--- src/rtl/mmu_sfr_read_responder.sv ---
// SFR read responder for the MMU. It serves M-stage SFR reads with one cycle of latency.
// It also holds the read/write SFR bank, the ID register, a free-running cycle counter and the bad-index counter.
module mmu_sfr_read_responder #(
    parameter logic [7:0]  SFR_BASE = 8'h20,
    parameter int          NUM_SFR  = 8,
    parameter logic [31:0] MMU_ID   = 32'h4B4D_0001
) (
    input  logic        clock,
    input  logic        reset,
    input  logic        f_sfr_read_en_i_m,
    input  logic [7:0]  f_sfr_read_idx_i_m,
    input  logic        rr_stall_i_m,
    output logic [31:0] rr_result_o,
    output logic        rr_result_valid_o,
    output logic        rr_bad_idx_o,
    input  logic        sfr_wr_en_i,
    input  logic [7:0]  sfr_wr_idx_i,
    input  logic [31:0] sfr_wr_data_i,
    output logic [7:0]  bad_idx_count_o
);

    localparam logic [7:0] LAST_OFF = 8'(NUM_SFR - 1);

    logic [31:0] cycle_cnt;
    logic [31:0] sfr_view [NUM_SFR];
    logic [8:0]  rd_off;
    logic [8:0]  wr_off;
    logic        rd_hit;
    logic        wr_hit;
    logic        rd_is_rw;
    logic        wr_fwd;
    logic        accept;
    logic [31:0] rd_data;

    // A 9-bit subtraction makes indices below SFR_BASE show up as a borrow in bit 8.
    assign rd_off   = {1'b0, f_sfr_read_idx_i_m} - {1'b0, SFR_BASE};
    assign wr_off   = {1'b0, sfr_wr_idx_i} - {1'b0, SFR_BASE};
    assign rd_hit   = !rd_off[8] && (rd_off[7:0] < 8'(NUM_SFR));
    assign wr_hit   = !wr_off[8] && (wr_off[7:0] < 8'(NUM_SFR));
    assign rd_is_rw = rd_hit && (rd_off[7:0] != 8'd0) && (rd_off[7:0] != LAST_OFF);
    assign wr_fwd   = sfr_wr_en_i && rd_is_rw && (sfr_wr_idx_i == f_sfr_read_idx_i_m);
    assign accept   = f_sfr_read_en_i_m && !rr_stall_i_m;

    for (genvar k = 0; k < NUM_SFR; k++) begin : g_sfr
        if (k == 0) begin : g_id
            assign sfr_view[k] = MMU_ID;
        end else if (k == NUM_SFR - 1) begin : g_cnt
            assign sfr_view[k] = cycle_cnt;
        end else begin : g_rw
            logic [31:0] q;
            always_ff @(posedge clock or negedge reset) begin
                if (!reset) begin
                    q <= '0;
                end else if (sfr_wr_en_i && wr_hit && (wr_off[7:0] == 8'(k))) begin
                    q <= sfr_wr_data_i;
                end
            end
            assign sfr_view[k] = q;
        end
    end

    always_comb begin
        rd_data = '0;
        for (int k = 0; k < NUM_SFR; k++) begin
            if (rd_hit && (rd_off[7:0] == 8'(k))) begin
                rd_data = sfr_view[k];
            end
        end
        // A same-edge write wins, so the reader never sees stale data.
        if (wr_fwd) begin
            rd_data = sfr_wr_data_i;
        end
    end

    always_ff @(posedge clock or negedge reset) begin
        if (!reset) begin
            cycle_cnt <= '0;
        end else begin
            cycle_cnt <= cycle_cnt + 32'd1;
        end
    end

    always_ff @(posedge clock or negedge reset) begin
        if (!reset) begin
            rr_result_o       <= '0;
            rr_result_valid_o <= 1'b0;
            rr_bad_idx_o      <= 1'b0;
            bad_idx_count_o   <= '0;
        end else if (!rr_stall_i_m) begin
            if (accept) begin
                rr_result_valid_o <= 1'b1;
                rr_result_o       <= rd_hit ? rd_data : 32'd0;
                rr_bad_idx_o      <= !rd_hit;
                if (!rd_hit && (bad_idx_count_o != 8'hFF)) begin
                    bad_idx_count_o <= bad_idx_count_o + 8'd1;
                end
            end else begin
                rr_result_valid_o <= 1'b0;
                rr_result_o       <= '0;
                rr_bad_idx_o      <= 1'b0;
            end
        end
    end

endmodule

--- config.mk ---
export PLATFORM = sky130hd
export DESIGN_NAME = mmu_sfr_read_responder
export DESIGN_NICKNAME = d
export VERILOG_FILES = /design/src/rtl/mmu_sfr_read_responder.sv
export SDC_FILE = /design/constraint.sdc
export NUM_CORES = 1
export LEC_CHECK = 0
export ABC_CLOCK_PERIOD_IN_PS = 4800
export CAP_MARGIN = 30
export CELL_PAD_IN_SITES_DETAIL_PLACEMENT = 1
export CELL_PAD_IN_SITES_GLOBAL_PLACEMENT = 2
export CORE_MARGIN = 1
export CORE_UTILIZATION = 44
export CTS_CLUSTER_DIAMETER = 30
export DETAILED_ROUTE_END_ITERATION = 8
export GPL_TIMING_DRIVEN = 0
export PLACE_DENSITY_LB_ADDON = 0.1
export SLEW_MARGIN = 10
export SYNTH_ARGS = -nofsm -noshare
export SYNTH_HDL_FRONTEND = slang
export SYNTH_SLANG_ARGS = --single-unit
--- constraint.sdc ---
create_clock -name clock -period 4.8 [get_ports clock]
set_input_delay 1.2 -clock clock [delete_from_list [all_inputs] [get_ports clock]]
set_output_delay 1.2 -clock clock [all_outputs]
set_load 0.03 [all_outputs]
-- Word level (Yosys, flattened, before mapping)
Index checks and enable logic that the tools add are counted.
- register bits after elaboration: 266
- input port bits: 53
- output and inout port bits: 42
- reductions and logical operators: 30
- equal/unequal tests: 16
- $add $sub $neg: 4
- multiplexer cells: 13
- bitwise gates (word level): 1
- $lt $le $gt $ge: 2
- operators by type and width (cell ; number):
    $mux W32 ; 10
    $eq A8 B3 Y1 const B ; 7
    $add A32 B1 Y32 const B ; 1
    $eq A8 B2 Y1 const B ; 4
    $mux W31 ; 1
    $logic_and A1 B1 Y1 ; 23
    $sub A8 B6 Y9 const B ; 2
    $eq A8 B1 Y1 const B ; 2
    $lt A8 B4 Y1 const B ; 2
    $add A8 B1 Y8 const B ; 1
    $eq A8 B8 Y1 ; 1
    $logic_not A8 Y1 ; 1
    $ne A8 B3 Y1 const B ; 1
    $ne A8 B8 Y1 const B ; 1
    $reduce_bool A8 Y1 ; 1
    $logic_not A1 Y1 ; 4
    $reduce_and A3 Y1 ; 1
    $mux W1 ; 2
    $not A1 Y1 ; 1

-- Logic depth before layout (Yosys ltp)
Gate-level depths: netlist of run 1.
- word-level depth: 15
- depth in mapped cells: 8
- gate-level depth less buffers: 7

-- Worst setup path after synthesis of run 1
Ideal clock, no wire load.
- path kind: in2reg
- from: input sfr_wr_idx_i[5]
- to: register g_sfr[6].g_rw.q[10]
- data arrival time: 2756 ps
- data required time: 4675 ps
- slack: 1920 ps
- stages on the path: 8
- cell sequence: inv_1 ha_1 xor2_1 nor4b_2 nand2_1 nor2_1 buf_4 mux2_2
- cells in the longest elaborated chain, start to end: 5
- ends and longest elaborated chain (item ; line ; text):
    start: declaration ; 17 ; input logic [7:0] sfr_wr_idx_i,
    $sub A8 B6 Y9 (*) ; 37 ; assign wr_off = {1'b0, sfr_wr_idx_i} - {1'b0, SFR_BASE};
    $lt A8 B4 Y1 / $logic_not A1 Y1 (equally long branches) ; 39 ; assign wr_hit = !wr_off[8] && (wr_off[7:0] < 8'(NUM_SFR));
    $logic_and A1 B1 Y1 ; 39 ;
    $logic_and A1 B1 Y1 ; 54 ; end else if (sfr_wr_en_i && wr_hit && (wr_off[7:0] == 8'(k))) begin
    $logic_and A1 B1 Y1 (*) ; 54 ;
    end signal: assignment ; 55 ; q <= sfr_wr_data_i;
    end: declaration ; 50 ; logic [31:0] q;
Mark *: on every way between the ends. The rest lies on a longest branch, timed or not.
A chain may end at the register's enable or synchronous reset.

-- Worst setup path after layout of run 1
- from: input f_sfr_read_idx_i_m[2]
- to: register rr_result_o[26]
- cells in the longest elaborated chain, start to end: 14
- ends and longest elaborated chain (item ; line ; text):
    start: declaration ; 11 ; input logic [7:0] f_sfr_read_idx_i_m,
    $sub A8 B6 Y9 ; 36 ; assign rd_off = {1'b0, f_sfr_read_idx_i_m} - {1'b0, SFR_BASE};
    $lt A8 B4 Y1 / $logic_not A1 Y1 (equally long branches) ; 38 ; assign rd_hit = !rd_off[8] && (rd_off[7:0] < 8'(NUM_SFR));
    $logic_and A1 B1 Y1 ; 38 ;
    $logic_and A1 B1 Y1 ; 65 ; if (rd_hit && (rd_off[7:0] == 8'(k))) begin
    $mux W32 (7 in series) ; 65 ;
    $mux W32 ; 70 ; if (wr_fwd) begin
    $mux W32 (*) ; 92 ; rr_result_o <= rd_hit ? rd_data : 32'd0;
    $mux W32 (*) ; 90 ; if (accept) begin
    end signal: assignment ; 92 ;
    end: declaration ; 13 ; output logic [31:0] rr_result_o,
Marks and branches as above.

==> impl_metrics.json, run 1 <==
{
  "endpoint_kind": "flip-flop",
  "final-max-slew-violation-count": 0,
  "clockPowerShare": 0.617,
  "remaining_drc_errors": 0,
  "syn_nets": 1033,
  "grt_max_degree": 97,
  "antenna_cells": 0,
  "finalWorstSetupSlack_ns": 1.23,
  "path_clk_slew_ns": 0.04,
  "fmax_mhz": 280,
  "synth_compound_area_frac": 0.0949,
  "antenna_found_initial": 0,
  "ys_ff_latch": 266,
  "finalHoldViolCount": 0,
  "start_kind": "primary input",
  "layout.nets": 1203,
  "finish.instance_area_um2": 16300,
  "cpMostUsedCell": "buf_2",
  "synthAdderAreaFrac": 0.00403,
  "clock_sinks": 266,
  "initial_utilization": 0.447,
  "status": "complete, no violations",
  "switching_share": 0.233,
  "antenna_left": 0,
  "ys_async_sr_fraction": 1.00,
  "grt_use_total": 0.281,
  "synthDistinctLibCells": 46,
  "ios": 95,
  "htree_num_levels": 3,
  "hpwl_um": 23600,
  "cts_tree": "yes",
  "num_rows": 61,
  "seq_power_share": 0.311,
  "cp_cell_sequence": "clkdlybuf4s50_1, buf_2, buf_2, clkbuf_1, o221ai_1, a221oi_1, o21ai_1",
  "ys_seq_area_frac": 0.536,
  "max_slew.worst_pin.slew_ns": 0.839,
  "finClkSkew_ns": 0.0196,
  "die_area_um2": 28900,
  "maxCapViolations": 0,
  "drive_gt1_frac": 0.310,
  "ir_worst_vdd_uv": 298,
  "leakage_nw": 7.64,
  "synth_top_family_by_area": "multiplexers",
  "synth_xor_area_frac": 0.0324,
  "synth_cells": 976,
  "dpl_cell_area_um2": 13900,
  "cts_root_buffer": "clkbuf_16",
  "viasPerCell": 5.69,
  "place_ws_ns": 0.756,
  "critical_path.slowest_cell": "clkbuf_1",
  "synth.cell_area_um2": 12400,
  "final-setup-viol-count": 0,
  "core_area_um2": 27800,
  "crit_buf_inv": 4,
  "crit_required_ns": 5.22,
  "cts_hold_buf": 0,
  "dpl.cell_count": 1447,
  "numPortBuffers": 91,
  "syn_avg_cell_area_um2": 12.7,
  "final_cells": 1577,
  "synth_simple_gate_area_frac": 0.0603,
  "die_x_um": 170,
  "min_path_type": "flip-flop to flip-flop",
  "dieHeight_um": 170,
  "crit_fanout": 10,
  "wire_per_inst_um": 24.5,
  "ys_warn_count": 0,
  "grt_overflow": 0,
  "muxShareOfSynthArea": 0.237,
  "arrival_ns": 3.99,
  "first_pass_iters": 5,
  "cts_resized": 0,
  "rsz0062_at_grt": "no",
  "max_stage_delay_ns": 0.68,
  "synth-main-ff-cell": "dfrtp_1",
  "synth_edf_count": 0,
  "fin_crit_ns": 3.57,
  "p_per_area_nw_per_um2": 483,
  "maxSlewHeadroom": 0.441,
  "whs_ns": 0.480,
  "dr.first_iter.drc_count": 488,
  "grt_pass1_vias": 10300,
  "post-cts-setup-buffers": 0,
  "grt_pass1_wl_um": 60600,
  "p_comb_frac": 0.072,
  "finish.utilization": 0.588,
  "p_int_w": 0.00606,
  "cts_made_buffers": 75,
  "critical_path_class": "primary input to flip-flop",
  "routed_wl_um": 38600,
  "num_vias": 8973,
  "cts_max_path_buffers": 3,
  "path_delay_family": "buffers and inverters",
  "area_growth_pct": 31.6,
  "insertion_delay_ns": 0.56,
  "p_sw_w": 0.00184,
  "routabilityCongestion": 0.797,
  "period_share": 0.744
}
flip-flops by register name, indices dropped and copies added, names as in the netlist:
signal             count
bad_idx_count_o        8
cycle_cnt             32
g_sfr.g_rw.q         192
rr_bad_idx_o           1
rr_result_o           32
rr_result_valid_o      1
metal layers:
metal	up-vias	part of all wire	wire length (um)	GRT usage
li1	3946	-	-	-
met1	4693	0.46	17700	0.379
met2	269	0.47	18200	0.452
met3	65	0.049	1880	0.0488
met4	0	0.022	857	0.108
met5	-	0	0	0
layout by cell type, fill, tap and decap left out, types with 2 or more instances in the layout:
master           count
nand3_1             12
clkdlybuf4s50_1     90
xor2_1              18
o21ai_0             26
mux2i_1             41
nand4_1             11
mux2_1              13
inv_6                3
clkbuf_8            16
nand2b_1             4
bufinv_16            6
nor2_2               3
nor2_1              22
a2111o_1             9
ha_1                 4
buf_4               14
nor2b_1              6
mux2_2             212
o21ai_1             29
nand2_1             54
o221ai_1            32
and3_1               7
a221o_1             23
nor3b_1              9
clkbuf_16           76
buf_2               18
clkbuf_1            44
buf_16               2
clkinv_2            11
buf_1                2
and4_1               4
xnor2_1             28
inv_1               31
a21o_1               2
a21oi_1              8
a221oi_1            23
dfrtp_1            266
cells in the mapped netlist, types with 2 or more instances:
| master | number | area [um^2] |
|---|---|---|
| dfrtp_1 | 266 | 6660 |
| nand2b_1 | 4 | 25.0 |
| a221o_1 | 23 | 230 |
| xnor2_1 | 28 | 245 |
| o221ai_1 | 32 | 280 |
| and4_1 | 4 | 35.0 |
| mux2i_1 | 41 | 410 |
| xor2_1 | 18 | 158 |
| clkbuf_1 | 29 | 109 |
| and3_1 | 7 | 43.8 |
| buf_1 | 2 | 7.51 |
| nor3b_1 | 9 | 67.6 |
| nand2_1 | 54 | 203 |
| o21ai_1 | 29 | 145 |
| a2111o_1 | 9 | 101 |
| buf_2 | 18 | 90.1 |
| mux2_1 | 13 | 146 |
| buf_4 | 14 | 105 |
| a21o_1 | 2 | 15.0 |
| nor2_1 | 22 | 82.6 |
| o21ai_0 | 26 | 130 |
| nor2_2 | 3 | 18.8 |
| inv_1 | 31 | 116 |
| nand3_1 | 12 | 60.1 |
| a21oi_1 | 8 | 40.0 |
| mux2_2 | 212 | 2390 |
| nor2b_1 | 6 | 37.5 |
| a221oi_1 | 23 | 201 |
| nand4_1 | 11 | 68.8 |
| ha_1 | 4 | 50.1 |
final cells by class:
type                            count  area, um^2
Buffer                             64         323
Clock buffer                      107        2180
Clock inverter                     23         305
Fill cell                        2785       11400
Inverter                           31         116
Multi-Input combinational cell    615        5330
Sequential cell                   266        6660
Tap cell                          378         473
Timing Repair Buffer               93         971
metrics by stage:
stage           TNS, ns  power (W)
2_1_floorplan         0    0.00277
3_3_place_gp   -2472.48    0.00303
3_5_place_dp          0    0.00305
4_1_cts               0    0.00798
5_1_grt               0    0.00815
6_report              0    0.00790
path summary, 6_finish.rpt:
check | start | end | slack [ns] | cells after the start
max | f_sfr_read_idx_i_m[2] | rr_result_o[26] | 1.23 | 7
min | g_sfr[1].g_rw.q[29] | g_sfr[1].g_rw.q[29] | 0.48 | 1
max reg2reg | cycle_cnt[8] | cycle_cnt[22] | 2.65 | 5
min reg2reg | g_sfr[1].g_rw.q[29] | g_sfr[1].g_rw.q[29] | 0.48 | 1
max in group asynchronous | reset | g_sfr[2].g_rw.q[29] | 2.81 | 3
min in group asynchronous | reset | g_sfr[1].g_rw.q[9] | 0.61 | 1
cells by family after synthesis:
group,after synthesis
AO/OA/AOI/OAI,156
XOR/XNOR,46
adder cells (fa/ha/maj),4
buffers and inverters,95
flip-flops,266
multiplexers,266
AND/OR/NAND/NOR,143
worst reg2reg max path: stages, from the launching register on:
cell,delay (ns)
dfrtp_1,0.48
nand4_1,0.22
nor4_4,0.60
nor2b_1,0.36
and3_1,0.23
xor2_1,0.17
power groups by stage:
stage | Sequential (W) | Combinational (W) | Clock (W)
2_1_floorplan | 0.00251 | 0.000260 | 0
3_3_place_gp | 0.00248 | 0.000553 | 0
3_5_place_dp | 0.00248 | 0.000571 | 0
4_1_cts | 0.00246 | 0.000578 | 0.00494
5_1_grt | 0.00247 | 0.000619 | 0.00506
6_report | 0.00246 | 0.000572 | 0.00487
Power figures use the tool's default switching activity.
==> run 2, diff against run 1 <==
--- a/config.mk
+++ b/config.mk
@@ -5,12 +5,12 @@
 export SDC_FILE = /design/constraint.sdc
 export NUM_CORES = 1
 export LEC_CHECK = 0
-export ABC_CLOCK_PERIOD_IN_PS = 4800
+export ABC_CLOCK_PERIOD_IN_PS = 3500
 export CAP_MARGIN = 30
 export CELL_PAD_IN_SITES_DETAIL_PLACEMENT = 1
 export CELL_PAD_IN_SITES_GLOBAL_PLACEMENT = 2
 export CORE_MARGIN = 1
-export CORE_UTILIZATION = 44
+export CORE_UTILIZATION = 41
 export CTS_CLUSTER_DIAMETER = 30
 export DETAILED_ROUTE_END_ITERATION = 8
 export GPL_TIMING_DRIVEN = 0
==> constraint.sdc (replaced) <==
create_clock -name clock -period 3.5 [get_ports clock]
set_input_delay 0.875 -clock clock [delete_from_list [all_inputs] [get_ports clock]]
set_output_delay 0.875 -clock clock [all_outputs]
set_load 0.03 [all_outputs]
==> impl_metrics.json, run 2 (synthesis gave the netlist of run 1 again) <==
{
  "status": "complete, no violations",
  "start_kind": "primary input",
  "routed_wl_um": 37100,
  "p_comb_frac": 0.072,
  "final_cell_mix": "dfrtp_1, mux2_2, clkdlybuf4s50_1",
  "ir_worst_vdd_uv": 451,
  "dpl.cell_count": 1460,
  "path_delay_family": "buffers and inverters",
  "final-max-slew-violation-count": 0,
  "arrival_ns": 3.55,
  "path_clk_slew_ns": 0.04,
  "routabilityCongestion": 0.760,
  "p_int_w": 0.00840,
  "fmax_mhz": 321,
  "antenna_cells": 0,
  "first_pass_iters": 5,
  "dr.first_iter.drc_count": 558,
  "wl_met2_um": 17400,
  "cts_resized": 0,
  "dpl_cell_area_um2": 13900,
  "cts_made_buffers": 70,
  "grt_use_total": 0.251,
  "clockPowerShare": 0.620,
  "p_sw_w": 0.00250,
  "crit_fanout": 10,
  "crit_required_ns": 3.94,
  "drive_gt1_frac": 0.312,
  "rsz0062_at_grt": "no",
  "cpMostUsedCell": "buf_2",
  "p_per_area_nw_per_um2": 664,
  "finClkSkew_ns": 0.0169,
  "max_slew.worst_pin.slew_ns": 0.860,
  "switching_share": 0.229,
  "reg2reg_slack_ns": 1.43,
  "period_share": 0.890,
  "final_cells": 1583,
  "wire_per_inst_um": 23.5,
  "numPortBuffers": 91,
  "cts_tree": "yes",
  "antenna_left": 0,
  "reg2reg_to": "cycle_cnt[20]",
  "startpoint": "f_sfr_read_idx_i_m[2]",
  "endpoint": "rr_result_o[26]",
  "critical_path.slowest_cell": "clkdlybuf4s50_1",
  "clock_sinks": 266,
  "r2r-start": "cycle_cnt[8]",
  "insertion_delay_ns": 0.55,
  "finalHoldViolCount": 0,
  "seq_power_share": 0.308,
  "maxSlewHeadroom": 0.426,
  "finish.instance_area_um2": 16400,
  "regMostFlops": "g_sfr.g_rw.q",
  "wl_met1_um": 17400,
  "leakage_nw": 7.63,
  "cts_hold_buf": 0,
  "min_path_type": "primary input to asynchronous set/reset pin",
  "layout_commonest_cell": "dfrtp_1",
  "antenna_found_initial": 0,
  "fin_crit_ns": 3.12,
  "max_stage_delay_ns": 0.62,
  "num_vias": 8840,
  "top_layer_used": "met4",
  "area_growth_pct": 32.0,
  "endpoint_kind": "flip-flop",
  "viasPerCell": 5.58,
  "maxCapViolations": 0,
  "initial_utilization": 0.418,
  "remaining_drc_errors": 0,
  "grt_pass1_wl_um": 58900,
  "grt_pass1_vias": 9800,
  "post-cts-setup-buffers": 0,
  "ios": 95,
  "cts_max_path_buffers": 3,
  "crit_buf_inv": 4,
  "reg_top3": "g_sfr.g_rw.q: 192 flops, cycle_cnt: 32 flops, rr_result_o: 32 flops",
  "grt_max_degree": 73,
  "layout.nets": 1199,
  "path_depth": 7,
  "r2r_cells": 5,
  "cp_cell_sequence": "clkdlybuf4s50_1, buf_2, buf_2, clkbuf_1, o221ai_1, a221oi_1, o21ai_1",
  "cts_root_buffer": "clkbuf_16",
  "largest_reg_flops": 192,
  "final-setup-viol-count": 0,
  "critical_path_class": "primary input to flip-flop",
  "die_x_um": 176,
  "hpwl_um": 23700,
  "num_rows": 63,
  "dr_wl_met3_um": 1590,
  "htree_num_levels": 3,
  "dieHeight_um": 176,
  "core_area_um2": 29700,
  "grt_overflow": 0,
  "die_area_um2": 31000
}
==> run 2: cell count changes in the layout (fill, tap and decap cells not counted) <==
cell,before,now
clkbuf_8,16,12
clkinv_8,1,3
clkbuf_16,76,70
clkinv_2,11,8
inv_16,1,2
clkbuf_1,44,38
bufinv_16,6,12
clkinvlp_4,1,6
buf_16,2,3
inv_6,3,1
==> run 2: how the worst min path moves through the flow <==
stage | depth (start not counted) | to | slack, ns
global route | 1 | g_sfr[6].g_rw.q[8] | 0.26
CTS | 1 | g_sfr[6].g_rw.q[8] | 0.24
floorplan | 1 | cycle_cnt[31] | 0.44
global placement | 1 | g_sfr[1].g_rw.q[29] | 0.46
finish | 1 | g_sfr[6].g_rw.q[8] | 0.23
detailed placement | 1 | g_sfr[3].g_rw.q[31] | 0.47
==> run 2: area by class of cell <==
class | instances | area (um^2)
Buffer | 64 | 323
Clock buffer | 91 | 1950
Clock inverter | 32 | 543
Fill cell | 2981 | 13300
Inverter | 31 | 116
Multi-Input combinational cell | 615 | 5330
Sequential cell | 266 | 6660
Tap cell | 390 | 488
Timing Repair Buffer | 94 | 998
==> run 2: metal layers <==
metal,track usage,vias to the layer above
li1,-,3940
met1,0.347,4605
met2,0.403,226
met3,0.0409,69
met4,0.0801,0
met5,0,-
==> run 2: worst register-to-register path, stage by stage (launching register included) <==
cell and delay, ns:
dfrtp_1 0.49, nand4_1 0.23, nor4_4 0.57, nor2b_1 0.29
and4_1 0.24, xor2_1 0.16
==> run 2: power by group through the flow <==
| stage | Sequential [W] | Combinational, W | Clock [W] |
|---|---|---|---|
| after floorplan | 0.00345 | 0.000357 | 0 |
| after global placement | 0.00340 | 0.000761 | 0 |
| after detailed placement | 0.00340 | 0.000784 | 0 |
| after CTS | 0.00336 | 0.000791 | 0.00683 |
| after global routing | 0.00338 | 0.000852 | 0.00699 |
| final | 0.00336 | 0.000783 | 0.00675 |
==> run 2: metrics by stage <==
step | util | total power (W) | setup slack (ns) | hold slack [ns] | TNS [ns]
finish | 0.552 | 0.0109 | 0.385 | 0.229 | 0
floorplan | - | 0.00380 | 0.945 | 0.442 | 0
CTS | 0.552 | 0.0110 | 0.393 | 0.244 | 0
global placement | 0.465 | 0.00416 | -10.47 | 0.463 | -2777.02
global route | 0.552 | 0.0112 | 0.249 | 0.261 | 0
detailed placement | 0.468 | 0.00418 | -0.163 | 0.473 | -8.62
==> run 3, diff against run 2 <==
--- a/config.mk
+++ b/config.mk
@@ -5,7 +5,7 @@
 export SDC_FILE = /design/constraint.sdc
 export NUM_CORES = 1
 export LEC_CHECK = 0
-export ABC_CLOCK_PERIOD_IN_PS = 3500
+export ABC_CLOCK_PERIOD_IN_PS = 3250
 export CAP_MARGIN = 30
 export CELL_PAD_IN_SITES_DETAIL_PLACEMENT = 1
 export CELL_PAD_IN_SITES_GLOBAL_PLACEMENT = 2
==> constraint.sdc (replaced) <==
create_clock -name clock -period 3.25 [get_ports clock]
set_input_delay 0.8125 -clock clock [delete_from_list [all_inputs] [get_ports clock]]
set_output_delay 0.8125 -clock clock [all_outputs]
set_load 0.03 [all_outputs]
==> results of run 3 <==
Same layout as run 2 (identical final DEF). Status: complete, no violations.
Among the figures that moved: setup slack after placement -0.163 ns -> -0.350 ns; setup slack after layout 0.385 ns -> 0.197 ns; hold slack 0.229 ns -> 0.166 ns; register-to-register setup slack 1.43 ns -> 1.18 ns; total power 0.0109 W -> 0.0117 W; worst IR drop on VDD 451 uV -> 486 uV
